`src/rtl/xbar_nxm_pkg.sv`:
```
// Shared crossbar sizing, ID types and the address-to-slave decode.
package xbar_nxm_pkg;

  localparam int N_MASTERS  = 4;
  localparam int N_SLAVES   = 4;
  localparam int ADDR_WIDTH = 32;
  localparam int DATA_WIDTH = 32;
  localparam int MAX_OUTST  = 4;

  localparam int MID_W = $clog2(N_MASTERS);
  localparam int SID_W = $clog2(N_SLAVES);

  typedef logic [MID_W-1:0] mid_t;
  typedef logic [SID_W-1:0] sid_t;

  // The top address bits pick the slave; the address itself is never rewritten.
  function automatic sid_t addr2sid(input logic [ADDR_WIDTH-1:0] addr);
    return addr[ADDR_WIDTH-1 -: SID_W];
  endfunction

endpackage

```
`src/rtl/xbar_nxm_if.sv`:
```
// One side of the req/ack bus, NP ports wide; the crossbar uses one instance per side.
interface xbar_nxm_if #(
  parameter int NP = xbar_nxm_pkg::N_MASTERS,
  parameter int AW = xbar_nxm_pkg::ADDR_WIDTH,
  parameter int DW = xbar_nxm_pkg::DATA_WIDTH
);
  logic [NP-1:0]         req;
  logic [NP-1:0][AW-1:0] addr;
  logic [NP-1:0]         cmd;
  logic [NP-1:0][DW-1:0] wdata;
  logic [NP-1:0]         ack;
  logic [NP-1:0][DW-1:0] rdata;
  logic [NP-1:0]         resp;

  modport master (output req, addr, cmd, wdata, input ack, rdata, resp);
  modport slave  (input req, addr, cmd, wdata, output ack, rdata, resp);
endinterface

```
`src/rtl/xbar_rr_arbiter.sv`:
```
// Locking round-robin arbiter: a grant is held until the cycle it is acknowledged.
module xbar_rr_arbiter #(
  parameter int N  = xbar_nxm_pkg::N_MASTERS,
  parameter int IW = $clog2(N)
) (
  input  logic          clk,
  input  logic          rst,
  input  logic [N-1:0]  req_i,
  input  logic          ack_i,
  output logic [N-1:0]  gnt_o,
  output logic [IW-1:0] gnt_id_o,
  output logic          gnt_valid_o
);
  import xbar_nxm_pkg::*;

  logic [IW-1:0] ptr_q, ptr_d, lock_id_q, lock_id_d;
  logic          lock_q, lock_d;

  always_comb begin
    gnt_valid_o = 1'b0;
    gnt_id_o    = '0;
    gnt_o       = '0;
    ptr_d       = ptr_q;
    lock_d      = 1'b0;
    lock_id_d   = lock_id_q;
    if (lock_q && req_i[lock_id_q]) begin
      gnt_valid_o = 1'b1;
      gnt_id_o    = lock_id_q;
    end else begin
      for (int k = 0; k < N; k++) begin
        if (!gnt_valid_o && req_i[(int'(ptr_q) + k) % N]) begin
          gnt_valid_o = 1'b1;
          gnt_id_o    = IW'((int'(ptr_q) + k) % N);
        end
      end
    end
    if (gnt_valid_o) begin
      gnt_o[gnt_id_o] = 1'b1;
      if (ack_i) begin
        ptr_d = (gnt_id_o == IW'(N - 1)) ? '0 : gnt_id_o + 1'b1;
      end else begin
        lock_d    = 1'b1;
        lock_id_d = gnt_id_o;
      end
    end
  end

  always_ff @(posedge clk or posedge rst) begin
    if (rst) begin
      ptr_q     <= '0;
      lock_q    <= 1'b0;
      lock_id_q <= '0;
    end else begin
      ptr_q     <= ptr_d;
      lock_q    <= lock_d;
      lock_id_q <= lock_id_d;
    end
  end

endmodule

```
`src/rtl/xbar_nxm.sv`:
```
// N-master x M-slave crossbar with per-slave locking arbitration and in-order read-ID return.
module xbar_nxm #(
  parameter int N_MASTERS  = xbar_nxm_pkg::N_MASTERS,
  parameter int N_SLAVES   = xbar_nxm_pkg::N_SLAVES,
  parameter int ADDR_WIDTH = xbar_nxm_pkg::ADDR_WIDTH,
  parameter int DATA_WIDTH = xbar_nxm_pkg::DATA_WIDTH,
  parameter int MAX_OUTST  = xbar_nxm_pkg::MAX_OUTST
) (
  input  logic       clk,
  input  logic       rst,
  xbar_nxm_if.slave  m_if,
  xbar_nxm_if.master s_if,
  output logic       proto_err_o
);
  import xbar_nxm_pkg::*;

  localparam int MW = $clog2(N_MASTERS);
  localparam int SW = $clog2(N_SLAVES);
  localparam int PW = $clog2(MAX_OUTST);
  localparam int CW = $clog2(N_SLAVES * MAX_OUTST + 1);

  logic [N_MASTERS-1:0][SW-1:0]       sid, tgt_q, tgt_d;
  logic [N_MASTERS-1:0][CW-1:0]       cnt_q, cnt_d;
  logic [N_MASTERS-1:0]               blocked;
  logic [N_SLAVES-1:0][N_MASTERS-1:0] elig, gnt;
  logic [N_SLAVES-1:0][MW-1:0]        gnt_id, head;
  logic [N_SLAVES-1:0]                gnt_valid, fifo_full, fifo_empty, push, pop;
  logic                               err_q, err_d;

  // A master with reads in flight may only talk to the slave holding them.
  always_comb begin
    sid     = '0;
    blocked = '0;
    elig    = '0;
    for (int i = 0; i < N_MASTERS; i++) begin
      sid[i]     = m_if.addr[i][ADDR_WIDTH-1 -: SW];
      blocked[i] = (cnt_q[i] != '0) && (tgt_q[i] != sid[i]);
    end
    for (int j = 0; j < N_SLAVES; j++) begin
      for (int i = 0; i < N_MASTERS; i++) begin
        elig[j][i] = !rst && m_if.req[i] && (sid[i] == SW'(j)) && !blocked[i]
                     && !(fifo_full[j] && !m_if.cmd[i]);
      end
    end
  end

  for (genvar j = 0; j < N_SLAVES; j++) begin : g_slv
    logic [MW-1:0] mem_q [MAX_OUTST];
    logic [PW:0]   wr_q, rd_q;

    xbar_rr_arbiter #(.N(N_MASTERS), .IW(MW)) u_arb (
      .clk         (clk),
      .rst         (rst),
      .req_i       (elig[j]),
      .ack_i       (s_if.ack[j]),
      .gnt_o       (gnt[j]),
      .gnt_id_o    (gnt_id[j]),
      .gnt_valid_o (gnt_valid[j])
    );

    assign s_if.req[j]   = gnt_valid[j];
    assign s_if.addr[j]  = gnt_valid[j] ? m_if.addr[gnt_id[j]]  : '0;
    assign s_if.cmd[j]   = gnt_valid[j] ? m_if.cmd[gnt_id[j]]   : 1'b0;
    assign s_if.wdata[j] = gnt_valid[j] ? m_if.wdata[gnt_id[j]] : '0;

    // In-order ID FIFO: the head names the master owed the next read response.
    assign fifo_empty[j] = (wr_q == rd_q);
    assign fifo_full[j]  = ((wr_q - rd_q) == (PW+1)'(MAX_OUTST));
    assign push[j]       = gnt_valid[j] && s_if.ack[j] && !m_if.cmd[gnt_id[j]];
    assign pop[j]        = s_if.resp[j] && !fifo_empty[j];
    assign head[j]       = mem_q[rd_q[PW-1:0]];

    always_ff @(posedge clk or posedge rst) begin
      if (rst) begin
        wr_q <= '0;
        rd_q <= '0;
      end else begin
        if (push[j]) wr_q <= wr_q + 1'b1;
        if (pop[j])  rd_q <= rd_q + 1'b1;
      end
    end

    always_ff @(posedge clk) begin
      if (push[j]) mem_q[wr_q[PW-1:0]] <= gnt_id[j];
    end
  end

  always_comb begin
    m_if.ack   = '0;
    m_if.resp  = '0;
    m_if.rdata = '0;
    cnt_d      = cnt_q;
    tgt_d      = tgt_q;
    err_d      = err_q;
    for (int j = 0; j < N_SLAVES; j++) begin
      for (int i = 0; i < N_MASTERS; i++) begin
        if (gnt[j][i] && s_if.ack[j]) m_if.ack[i] = 1'b1;
      end
      if (pop[j]) begin
        m_if.resp[head[j]]  = 1'b1;
        m_if.rdata[head[j]] = s_if.rdata[j];
      end
      if (s_if.resp[j] && fifo_empty[j]) err_d = 1'b1;
    end
    for (int i = 0; i < N_MASTERS; i++) begin
      if (m_if.ack[i] && !m_if.cmd[i]) begin
        cnt_d[i] = cnt_d[i] + CW'(1);
        tgt_d[i] = sid[i];
      end
      if (m_if.resp[i]) cnt_d[i] = cnt_d[i] - CW'(1);
    end
  end

  always_ff @(posedge clk or posedge rst) begin
    if (rst) begin
      cnt_q <= '0;
      tgt_q <= '0;
      err_q <= 1'b0;
    end else begin
      cnt_q <= cnt_d;
      tgt_q <= tgt_d;
      err_q <= err_d;
    end
  end

  assign proto_err_o = err_q;

endmodule

```
`src/flat_wrapper.sv`:
```
// flat-port wrapper written by rule: the top's interface ports become plain ports
module xbar_nxm_flat import xbar_nxm_pkg::*;
#(
  parameter int N_MASTERS  = xbar_nxm_pkg::N_MASTERS,
  parameter int N_SLAVES   = xbar_nxm_pkg::N_SLAVES,
  parameter int ADDR_WIDTH = xbar_nxm_pkg::ADDR_WIDTH,
  parameter int DATA_WIDTH = xbar_nxm_pkg::DATA_WIDTH,
  parameter int MAX_OUTST  = xbar_nxm_pkg::MAX_OUTST
)
  (clk, rst, proto_err_o, m_if_req, m_if_addr, m_if_cmd, m_if_wdata, m_if_ack, m_if_rdata, m_if_resp, s_if_req, s_if_addr, s_if_cmd, s_if_wdata, s_if_ack, s_if_rdata, s_if_resp);
  xbar_nxm_if #(.NP(N_MASTERS), .AW(ADDR_WIDTH), .DW(DATA_WIDTH)) m_if_i ();
  xbar_nxm_if #(.NP(N_SLAVES), .AW(ADDR_WIDTH), .DW(DATA_WIDTH)) s_if_i ();
  input  logic clk;
  input  logic rst;
  output logic proto_err_o;
  input wire logic [$bits(m_if_i.req)-1:0] m_if_req;
  input wire logic [$bits(m_if_i.addr)-1:0] m_if_addr;
  input wire logic [$bits(m_if_i.cmd)-1:0] m_if_cmd;
  input wire logic [$bits(m_if_i.wdata)-1:0] m_if_wdata;
  output wire logic [$bits(m_if_i.ack)-1:0] m_if_ack;
  output wire logic [$bits(m_if_i.rdata)-1:0] m_if_rdata;
  output wire logic [$bits(m_if_i.resp)-1:0] m_if_resp;
  output wire logic [$bits(s_if_i.req)-1:0] s_if_req;
  output wire logic [$bits(s_if_i.addr)-1:0] s_if_addr;
  output wire logic [$bits(s_if_i.cmd)-1:0] s_if_cmd;
  output wire logic [$bits(s_if_i.wdata)-1:0] s_if_wdata;
  input wire logic [$bits(s_if_i.ack)-1:0] s_if_ack;
  input wire logic [$bits(s_if_i.rdata)-1:0] s_if_rdata;
  input wire logic [$bits(s_if_i.resp)-1:0] s_if_resp;
  assign m_if_i.req = m_if_req;
  assign m_if_i.addr = m_if_addr;
  assign m_if_i.cmd = m_if_cmd;
  assign m_if_i.wdata = m_if_wdata;
  assign m_if_ack = m_if_i.ack;
  assign m_if_rdata = m_if_i.rdata;
  assign m_if_resp = m_if_i.resp;
  assign s_if_req = s_if_i.req;
  assign s_if_addr = s_if_i.addr;
  assign s_if_cmd = s_if_i.cmd;
  assign s_if_wdata = s_if_i.wdata;
  assign s_if_i.ack = s_if_ack;
  assign s_if_i.rdata = s_if_rdata;
  assign s_if_i.resp = s_if_resp;
  xbar_nxm #(.N_MASTERS(N_MASTERS), .N_SLAVES(N_SLAVES), .ADDR_WIDTH(ADDR_WIDTH), .DATA_WIDTH(DATA_WIDTH), .MAX_OUTST(MAX_OUTST)) u_core (.clk(clk), .rst(rst), .m_if(m_if_i), .s_if(s_if_i), .proto_err_o(proto_err_o));
endmodule
```
`config.mk`:
```
export PLATFORM = sky130hd
export DESIGN_NAME = xbar_nxm_flat
export DESIGN_NICKNAME = d
export VERILOG_FILES = /design/src/rtl/xbar_nxm_pkg.sv /design/src/rtl/xbar_nxm_if.sv /design/src/rtl/xbar_rr_arbiter.sv /design/src/rtl/xbar_nxm.sv /design/src/flat_wrapper.sv
export SDC_FILE = /design/constraint.sdc
export NUM_CORES = 1
export LEC_CHECK = 0
export ABC_AREA = 0
export BUFFER_PORTS_ARGS = -buffer_cell sky130_fd_sc_hd__buf_4
export CORE_AREA = 2 2 315 317
export DETAILED_ROUTE_END_ITERATION = 16
export DIE_AREA = 0 0 317 319
export SETUP_SLACK_MARGIN = 0.02
export SLEW_MARGIN = 10
export SYNTH_ARGS = -nofsm -noshare
export SYNTH_HDL_FRONTEND = slang
export SYNTH_SLANG_ARGS = --single-unit
```
`constraint.sdc`:
```
create_clock -name clk -period 4.65 [get_ports clk]
set_clock_uncertainty 0.15 [all_clocks]
set_input_delay 0.465 -clock clk [delete_from_list [all_inputs] [get_ports clk]]
set_output_delay 0.465 -clock clk [all_outputs]
set_load 0.005 [all_outputs]
```
==> metrics.md <==
| Metric | Value |
|---|---|
| Status | complete, but fails checks |
| Failing checks | setup timing |
| Total GRT Usage | 20.9% |
| H-Tree Depth | 3 |
| Fillers | 10.1k |
| Reg clk slew, reported paths | 0.08 ns |
| Util after Layout | 32.0% |
| Post-DP HPWL | 83,800 um |
| PD cells | 394 mW/mm2 |
| Routed wire length | between 100,000 and 150,000 um |
| Area of the core | 0.0977 mm2 |
| Max transition margin | 42.8% |
| GR Overflow Total | 0 |
| CTS Sinks | 105 |
| Commonest cells in the synthesized netlist | a211oi_1 (255), mux2i_1 (149), a21oi_1 (147), and2_1 (143), clkbuf_1 (141) |
| Cell-internal power | 6.34 mW |
| Detailed Routing Iterations Pass 1 | 7 |
| Sequential cell area | 0.00279 mm2 |
| Sequential Power Share | 12.4% |
| Fin crit period | 4.80 ns |
| Ys Warns | 0 |
| Final ANT Viol Nets | 0 |
| Gate power share | roughly four fifths |
| Hold Path Class | input pin to async pin |
| Share of cells above drive strength 1 | between 50 and 60% |
| DR WL/cell | 27.7 um |
| Register bit count reported by yosys | roughly 110 |
| Max Slew Vio Count | 0 |
| CTS Root Cell | clkbuf_16 |
| Post-synthesis cell type count | 84 |
| Die area | approximately 0.1 mm2 |
| I/O pins | 803 |
| Layout Cells excl Fill | around 4.3k |
| Leakage | 12.9 nW |
| Layout area overhead | 74.0% |
| Post-Syn Area | 0.0179 mm2 |
| Sw Ratio | 48.5% |
| Post-route setup slack | -0.148 ns |
| Most frequent cell after synthesis | a211oi_1 |
| Die X-Extent | ~320 um |
| Antenna violations before repair | 24 |
| RePlAce Congestion | 1.00 |
| Worst-Margin Slew | roughly 0.86 ns |
| Clock Path Buffers | 2 |
| Post-synth top area cell | mux4_2 |
| Vias in the first global route | 21.8k |
| Vias/cell | around 5.5 |
| Rows | 115 |
| Clk Latency, worst-skew pair | roughly 0.36 ns |
| Starting DRC count in detailed routing | 2,771 |
| Register area share after synthesis | between 15 and 20% |
| Max frequency | 208 MHz |
| Yosys top cell area share | between 10% and 20% |
| Area post-placement | 0.0266 mm2 |
| Nets | 3,421 |
| Fin area | 0.0312 mm2 |
| RSZ-0062 raised after global routing | yes |
| CP max FO | 6 |
| Starting Density | 18.4% |
| CTS tree | built |
| Hold-fix buffers, CTS | 0 |
| Number of synthesized flops with an enable pin | 32 |
| Drt drc | 0 |
| Worst Path Arrival | 4.93 ns |
| First-pass GRT wire length | 157,000 um |
| Placed insts | between 4k and 5k |
| Final hold vios | 0 |
| Final period utilization | 103% |
| Clock network fraction of total power | under 10% |
| Most common flop cell mapped by yosys | dfrtp_1 |
| WP data required | 4.78 ns |
| Max_cap viols | 0 |
| Pre-CTS WS | -0.163 ns |
| Async S/R FF share, synth | 69.5% |
| Area of the multi-input gates | about 0.016 mm2 |
| Worst setup SP type | flop |
| Critical Path End Type | flop |
| Mapped Cells | 2,024 |
| Largest net degree at the start of global routing | 66 |
| Count of final setup violators | 89 |
| Switching power | 5.97 mW |
| VDD IR-drop max | 0.317 mV |
| Detailed-route via count | 23.4k |
| Syn_area_per_cell | 8.87 um2 |
| Classification of the worst setup path | flop to flop |
| CTS buffer count | 9 |
| Die H | about 320 um |
| Top post-synthesis cells by area | mux4_2 (17%), a211oi_1 (11%), dfrtp_1 (10%), mux2i_1 (8.3%), a22oi_1 (5.6%) |
| # port buffers | between 700 and 800 |
-- final timing paths --
| path | from | endpoint | slack (ns) | depth (start not counted) |
|---|---|---|---|---|
| min in group clk | s_if_ack[0] | u_core.g_slv[0].u_arb.lock_q | 0.16 | 2 |
| max reg2reg | u_core.cnt_q[15] | u_core.cnt_q[14] | -0.15 | 20 |
| min | rst | u_core.cnt_q[7] | 0.08 | 2 |
| max in group asynchronous | rst | u_core.g_slv[1].u_arb.lock_id_q[1] | 3.13 | 3 |
| min reg2reg | u_core.cnt_q[9] | u_core.cnt_q[9] | 0.34 | 1 |
| max | u_core.cnt_q[15] | u_core.cnt_q[14] | -0.15 | 20 |
-- logic make-up (layout without fill, tap and decap cells) --
family	after synthesis	in the layout	synth area share [%]
compound gates	775	775	30.0
simple gates	476	476	15.5
mux	298	298	26.1
buf+inv	261	1202	6.32
flops	105	105	15.5
fa+ha+maj	56	56	3.90
xor+xnor	52	52	2.58
other cells	1	12	0.0209
-- layout make-up --
class                      count  area share [%]
inverter                      54           0.697
sequential                   105            8.93
timing repair buffer        1132            33.0
multi-input combinational   1661            51.3
clock buffer                  10           0.733
clock inverter                 6           0.164
tap                         1287            5.16
antenna                        8          0.0641
-- worst max-delay path: stages (launching register included) --
cell and delay [ns]:
dfrtp_1 0.39, inv_2 0.06, ha_2 0.16, or4b_4 0.52
a2111oi_4 0.44, o31ai_2 0.16, mux2i_2 0.25, a22oi_2 0.13
mux2i_4 0.27, buf_6 0.17, ha_4 0.14, and3_4 0.15
a221o_1 0.29, a31oi_4 0.22, nor2_4 0.07, mux2i_2 0.23
ha_2 0.22, nand2_1 0.06, a2111o_1 0.39, o21ai_2 0.08
xor2_1 0.17
-- layout by cell type, fill, tap and decap left out, drive strengths merged, types with 8 or more instances in the layout --
cell    count
mux2       14
nand3      14
nor2       41
buf      1118
nand2      68
xnor2      36
xor2       16
o31ai      12
nor2b     136
mux2i     149
and2      145
o22ai     135
and3       13
inv        56
a22oi     134
a211oi    256
diode       8
o21ai      34
o311ai      8
edfxtp     32
nand3b     10
mux4      135
a21oi     148
clkbuf     23
dfrtp      73
a31oi       9
ha         56
-- stage by stage --
stage          hold WS [ns]  power (mW)  setup TNS (ns)
4_1_cts               0.101        11.6           -3.39
5_1_grt               0.137        13.0          -25.59
2_1_floorplan         0.285        5.63         -0.0132
3_5_place_dp          0.306        10.2          -0.272
3_3_place_gp          0.325        10.2          -0.139
6_report             0.0831        12.3           -3.87
-- layer usage --
layer	global-route usage (%)	vias up	part of all wire, %
met4	9.12	34	5.9
met2	34.8	1584	47
met5	1.89	-	0.41
met1	25.2	11600	38
li1	-	9862	-
met3	5.18	373	9.6
-- power groups by stage --
stage          clock network, mW  logic [mW]  registers, mW
4_1_cts                    0.757        9.31           1.51
3_5_place_dp                   0        8.68           1.52
6_report                   0.736        10.1           1.53
3_3_place_gp                   0        8.63           1.52
2_1_floorplan                  0        4.12           1.51
5_1_grt                    0.796        10.6           1.56
-- state kept, by name (all words and copies together), names as in the netlist --
name,flops
u_core.g_slv.mem_q,32
u_core.cnt_q,20
u_core.g_slv.rd_q,12
u_core.g_slv.wr_q,12
u_core.g_slv.u_arb.lock_id_q,8
u_core.g_slv.u_arb.ptr_q,8
u_core.tgt_q,8
u_core.g_slv.u_arb.lock_q,4
u_core.proto_err_o,1
-- repair_timing --
| item | CTS | global route |
|---|---|---|
| setup endpoints to repair | 194 | 273 |
| gates resized for setup | 192 | 409 |
| gates cloned | 24 | 16 |
| pin swaps | 75 | 126 |
| endpoints found under the hold margin | 0 | 0 |
| setup buffers | 77 | 44 |
Power figures use the tool's default switching activity.
